## src/rtl/time_counter_if.sv

```systemverilog
// Button inputs and time/mode outputs of the clock core.
// slave is the core side, master the driver/observer side.
interface time_counter_if;
  logic       btn_mode;
  logic       btn_inc;
  logic [5:0] sec_o;
  logic [5:0] min_o;
  logic [4:0] hour_o;
  logic [1:0] mode_o;
  logic       tick_o;

  modport master (
    output btn_mode, btn_inc,
    input  sec_o, min_o, hour_o, mode_o, tick_o
  );

  modport slave (
    input  btn_mode, btn_inc,
    output sec_o, min_o, hour_o, mode_o, tick_o
  );
endinterface

```

## src/rtl/time_counter.sv

```systemverilog
// Digital clock core: 1 Hz prescaler, hh:mm:ss chain,
// and a two-button RUN/SET_HOUR/SET_MIN mode machine.
module time_counter #(
  parameter int CLK_HZ = 50_000_000
) (
  input logic           clk,
  input logic           rst,
  time_counter_if.slave bus
);

  localparam int PW = $clog2(CLK_HZ);
  localparam logic [PW-1:0] PMAX = PW'(CLK_HZ - 1);

  typedef enum logic [1:0] {
    RUN      = 2'd0,
    SET_HOUR = 2'd1,
    SET_MIN  = 2'd2
  } mode_t;

  mode_t         state;
  logic [PW-1:0] pcnt;
  logic [5:0]    sec;
  logic [5:0]    min;
  logic [4:0]    hour;
  logic          tick;
  logic          mode_prev;
  logic          inc_prev;
  logic          mode_edge;
  logic          inc_edge;

  assign mode_edge = bus.btn_mode & ~mode_prev;
  assign inc_edge  = bus.btn_inc  & ~inc_prev;

  always_ff @(posedge clk or posedge rst) begin
    if (rst) begin
      state     <= RUN;
      pcnt      <= '0;
      sec       <= '0;
      min       <= '0;
      hour      <= '0;
      tick      <= 1'b0;
      mode_prev <= 1'b1;
      inc_prev  <= 1'b1;
    end else begin
      mode_prev <= bus.btn_mode;
      inc_prev  <= bus.btn_inc;
      tick      <= 1'b0;
      unique case (state)
        RUN: begin
          if (pcnt == PMAX) begin
            pcnt <= '0;
            tick <= 1'b1;
            if (sec == 6'd59) begin
              sec <= '0;
              if (min == 6'd59) begin
                min  <= '0;
                hour <= (hour == 5'd23) ? 5'd0 : hour + 5'd1;
              end else begin
                min <= min + 6'd1;
              end
            end else begin
              sec <= sec + 6'd1;
            end
          end else begin
            pcnt <= pcnt + PW'(1);
          end
          // prescaler parks at 0 for the whole time we are setting
          if (mode_edge) begin
            state <= SET_HOUR;
            pcnt  <= '0;
          end
        end
        SET_HOUR: begin
          pcnt <= '0;
          if (mode_edge) begin
            state <= SET_MIN;
          end else if (inc_edge) begin
            hour <= (hour == 5'd23) ? 5'd0 : hour + 5'd1;
          end
        end
        SET_MIN: begin
          pcnt <= '0;
          if (mode_edge) begin
            state <= RUN;
            sec   <= '0;
          end else if (inc_edge) begin
            min <= (min == 6'd59) ? 6'd0 : min + 6'd1;
          end
        end
        default: begin
          state <= RUN;
          pcnt  <= '0;
        end
      endcase
    end
  end

  assign bus.sec_o  = sec;
  assign bus.min_o  = min;
  assign bus.hour_o = hour;
  assign bus.mode_o = state;
  assign bus.tick_o = tick;

endmodule
```

## src/flat_wrapper.sv

```systemverilog
// flat-port wrapper written by rule: the top's interface ports become plain ports
module time_counter_flat 
#(
  parameter int CLK_HZ = 50_000_000
)
  (clk, rst, bus_btn_mode, bus_btn_inc, bus_sec_o, bus_min_o, bus_hour_o, bus_mode_o, bus_tick_o);
  time_counter_if bus_i ();
  input logic clk;
  input logic rst;
  input wire logic [$bits(bus_i.btn_mode)-1:0] bus_btn_mode;
  input wire logic [$bits(bus_i.btn_inc)-1:0] bus_btn_inc;
  output wire logic [$bits(bus_i.sec_o)-1:0] bus_sec_o;
  output wire logic [$bits(bus_i.min_o)-1:0] bus_min_o;
  output wire logic [$bits(bus_i.hour_o)-1:0] bus_hour_o;
  output wire logic [$bits(bus_i.mode_o)-1:0] bus_mode_o;
  output wire logic [$bits(bus_i.tick_o)-1:0] bus_tick_o;
  assign bus_i.btn_mode = bus_btn_mode;
  assign bus_i.btn_inc = bus_btn_inc;
  assign bus_sec_o = bus_i.sec_o;
  assign bus_min_o = bus_i.min_o;
  assign bus_hour_o = bus_i.hour_o;
  assign bus_mode_o = bus_i.mode_o;
  assign bus_tick_o = bus_i.tick_o;
  time_counter #(.CLK_HZ(CLK_HZ)) u_core (.clk(clk), .rst(rst), .bus(bus_i));
endmodule
```

## config.mk

```make
export PLATFORM = sky130hd
export DESIGN_NAME = time_counter_flat
export DESIGN_NICKNAME = d
export VERILOG_FILES = /design/src/rtl/time_counter_if.sv /design/src/rtl/time_counter.sv /design/src/flat_wrapper.sv
export SDC_FILE = /design/constraint.sdc
export NUM_CORES = 1
export LEC_CHECK = 0
export BUFFER_PORTS_ARGS = -buffer_cell sky130_fd_sc_hd__buf_2
export CORE_ASPECT_RATIO = 0.7
export CORE_MARGIN = 8
export CORE_UTILIZATION = 25
export CTS_CLUSTER_DIAMETER = 150
export DETAILED_ROUTE_END_ITERATION = 12
export PLACE_DENSITY = 0.41
export SETUP_SLACK_MARGIN = 0.15
export SYNTH_ARGS = -nofsm -noshare
export SYNTH_HDL_FRONTEND = slang
export SYNTH_SLANG_ARGS = --single-unit
```

## constraint.sdc

```tcl
create_clock -name clk -period 5.45 [get_ports clk]
set_clock_uncertainty 0.15 [all_clocks]
set_input_delay 1.09 -clock clk [delete_from_list [all_inputs] [get_ports clk]]
set_output_delay 1.09 -clock clk [all_outputs]
set_load 0.01 [all_outputs]
```

==> flow_metrics.py <==
metrics = {
    "placed_design": {
        "placed_area_um2": 2800,
        "dpl_worst_slack_ps": 2710,
        "place_congestion": 0.778,
        "dp_cells": 410,
        "io_buffers": 23,
        "dpl.hpwl_mm": 4.36,
    },
    "layout": {
        "layout-drive-gt1-share": 0.176,
        "area_delta_synth_final_pct": 17.3,
        "fin_area_um2": 2990,
        "num_antenna_cells": 0,
        "fill_cells": 1038,
        "finalNetCount": 297,
        "fin_cells": 418,
    },
    "die": {
        "start_util": 0.260,
        "coreArea_um2": 9800,
        "die_h_um": 100,
        "design.die.area_um2": 13700,
        "io_pins": 24,
        "die_w_um": 137,
        "fp-row-count": 30,
    },
    "cts": {
        "cts_buffer_depth": 2,
        "post-cts-setup-buffer-count": 0,
        "cts_htree_levels": 2,
        "cts_resized": 0,
        "tritoncts": "built",
        "clk_pin_slew_worst_paths_ps": 70,
        "clock_latency_ps": 290,
        "cts_sinks": 48,
        "cts_hold_buf": 0,
        "root_buffer": "clkbuf_16",
        "cts_made_buffers": 5,
    },
    "synthesis": {
        "ys_seq_area_frac": 0.473,
        "yosys_warnings": 0,
        "synth-edff-count": 0,
        "synth_cells": 264,
        "synth_top_area_share": 0.452,
        "synth.top_cells.by_area": "dfrtp_1 (45%), nor2_1 (5.9%), xnor2_1 (5.2%), nand2_1 (4.0%), xor2_1 (3.8%)",
        "synthesis.nets": 272,
        "ys_ff_latch": 48,
        "async_flop_share": 1.00,
        "syn_area_um2": 2540,
        "syn_avg_cell_area_um2": 9.64,
        "synth_cell_types": 45,
        "yosysTopAreaCell": "dfrtp_1",
        "synth_top_flop_cell": "dfrtp_1",
    },
    "global_route": {
        "antenna_found_initial": 0,
        "grt_max_degree": 49,
        "grt_pass1_vias": 1960,
        "grt_use_total": 0.0967,
        "gr-total-overflow": 0,
        "grt_pass1_wl_mm": 10.4,
    },
    "pwr": {
        "ir_drop_v": 0.000113,
        "p_sw_mw": 0.362,
        "p_int_mw": 0.755,
        "swShare": 0.324,
        "power.density_nw_per_um2": 374,
        "seq_power_share": 0.431,
        "combPwrFrac": 0.232,
        "clkPwrFrac": 0.337,
        "p_leak_nw": 1.23,
    },
    "drt": {
        "wl_mm": 6.00,
        "drt_iter0_markers": 118,
        "wire_per_inst_um": 14.3,
        "vias": 1987,
        "drt_pass1_iterations": 4,
        "route.detailed.drc": 0,
        "ant_nets": 0,
        "vias_per_cell": 4.75,
    },
    "worst_setup_path": {
        "worstPathRequired_ps": 5480,
        "crit_type": "reg2reg",
        "cp.arrival_ps": 2480,
        "end_kind": "flop",
        "cp_max_fo": 5,
        "r2r_cells": 6,
        "r2r_start": "u_core.bus.sec_o[1]",
        "reg2reg_to": "u_core.bus.min_o[1]",
        "r2r_slack_ps": 3000,
        "start_kind": "flop",
    },
    "timing": {
        "worst_pin_slew_ps": 1070,
        "slew_viol_final": 0,
        "fmax_mhz": 409,
        "finalSetupTns_ps": 0,
        "fin_crit_sh": 0.449,
        "fin_crit_ps": 2450,
        "setup_viol": 0,
        "fin_ws_ps": 3000,
        "rsz0062_at_grt": "false",
        "hold_viol": 0,
        "max-slew-margin-rel": 0.282,
    },
    "run": {
        "drv_cap": 0,
    },
    "status": {
        "outcome": "complete, no violations",
    },
    "min_path": {
        "min_from": "u_core.pcnt[0]",
        "min_path_type": "reg2reg",
        "whs_endpoint": "u_core.pcnt[0]",
        "holdPathStages": 1,
    },
}
[how the worst max path moves through the flow]
stage | from | end | slack (ps)
2_1_floorplan | rst | u_core.bus.hour_o[0] | 3070
3_3_place_gp | bus_btn_mode | u_core.bus.min_o[1] | 2760
3_5_place_dp | bus_btn_mode | u_core.bus.min_o[1] | 2710
4_1_cts | u_core.pcnt[0] | u_core.pcnt[18] | 2950
5_1_grt | u_core.pcnt[0] | u_core.pcnt[18] | 2770
6_report | u_core.bus.sec_o[1] | u_core.bus.min_o[1] | 3000
[cells in the final DEF, fill, tap and decap left out, drive strengths merged, types with 2 or more instances in the layout]
master   Yosys  routed
inv          6       6
and3         4       4
or3          3       3
o21ai        9       9
nor4         8       8
ha           4       4
nand4        9       9
dfrtp       46      46
mux2         7       7
nor2b        5       5
nand2       27      27
nand3       14      14
xor2        11      11
xnor2       15      15
nor3b        2       2
mux2i        2       2
nand3b       2       2
a31oi        5       5
o2bb2ai      3       3
nor2        40      40
nor4b        3       3
buf          2      24
nor3         8       8
clkbuf       4       7
a22oi        2       2
dfstp        2       2
and4         4       4
a41oi        2       2
nand2b       3       3
or2          3       3
[power by group through the flow]
stage	clock network (mW)	registers, mW	logic, mW
finish	0.377	0.482	0.259
global route	0.405	0.493	0.297
CTS	0.388	0.483	0.267
detailed placement	0	0.490	0.265
global placement	0	0.487	0.267
floorplan	0	0.491	0.156
[cell type report]
type / count / area [um^2] / share of cell area
inverters: 7 / 27.5 / 0.00922
repair buffers: 24 / 123 / 0.0411
well taps: 128 / 160 / 0.0536
multi-input cells: 203 / 1290 / 0.432
flip-flops and latches: 48 / 1200 / 0.403
clock buffers: 7 / 153 / 0.0511
clock inverters: 1 / 30.0 / 0.0101
[worst max-delay path, stage by stage, from the launching register on]
cell and delay, ps:
dfrtp_1 420, ha_1 260, nand2_1 60, or3_1 380, nor4_2 530, nor2_1 220
mux2_2 310
[cells in the mapped netlist (2+ instances only)]
cell type   n
dfrtp_1    46
nor2_1     40
nand2_1    27
xnor2_1    15
nand3_1    13
xor2_1     11
nand4_1     8
nor3_1      8
o21ai_0     8
mux2_2      7
inv_1       6
nor4_1      6
a31oi_1     5
nor2b_1     5
and3_1      4
and4_1      4
clkbuf_1    4
ha_1        4
nand2b_1    3
nor4b_1     3
o2bb2ai_1   3
or3_1       3
a22oi_1     2
a41oi_1     2
buf_2       2
dfstp_2     2
mux2i_1     2
nand3b_1    2
nor3b_1     2
or2_2       2
[sequential cells by signal (all words and copies together) (netlist names)]
register           count
u_core.bus.sec_o       6
u_core.pcnt           26
u_core.mode_prev       1
u_core.bus.min_o       6
u_core.bus.hour_o      5
u_core.bus.mode_o      2
u_core.bus.tick_o      1
u_core.inc_prev        1
[per-stage QoR]
step | utilization | hold slack, ps | power, mW
finish | 0.305 | 330 | 1.12
floorplan | - | 298 | 0.647
global placement | 0.286 | 323 | 0.754
global route | 0.305 | 350 | 1.20
CTS | 0.305 | 336 | 1.14
detailed placement | 0.286 | 327 | 0.755
[logic make-up (layout without fill, tap and decap cells)]
family | Yosys count | after routing | synth area share
simple gates | 140 | 140 | 0.296
flops | 48 | 48 | 0.473
xor+xnor | 26 | 26 | 0.0895
compound gates | 24 | 24 | 0.0619
buf+inv | 13 | 39 | 0.0206
mux | 9 | 9 | 0.0388
fa+ha+maj | 4 | 4 | 0.0197
[metal layers]
| metal | routed length, um | vias up | share of wire | track usage |
|---|---|---|---|---|
| li1 | - | 980 | - | - |
| met1 | 3350 | 972 | 0.56 | 0.142 |
| met2 | 2250 | 28 | 0.38 | 0.124 |
| met3 | 295 | 7 | 0.049 | 0.0314 |
| met4 | 102 | 0 | 0.017 | 0.0404 |
| met5 | 0 | - | 0 | 0 |
No activity file was read; power rests on OpenSTA's default activity.
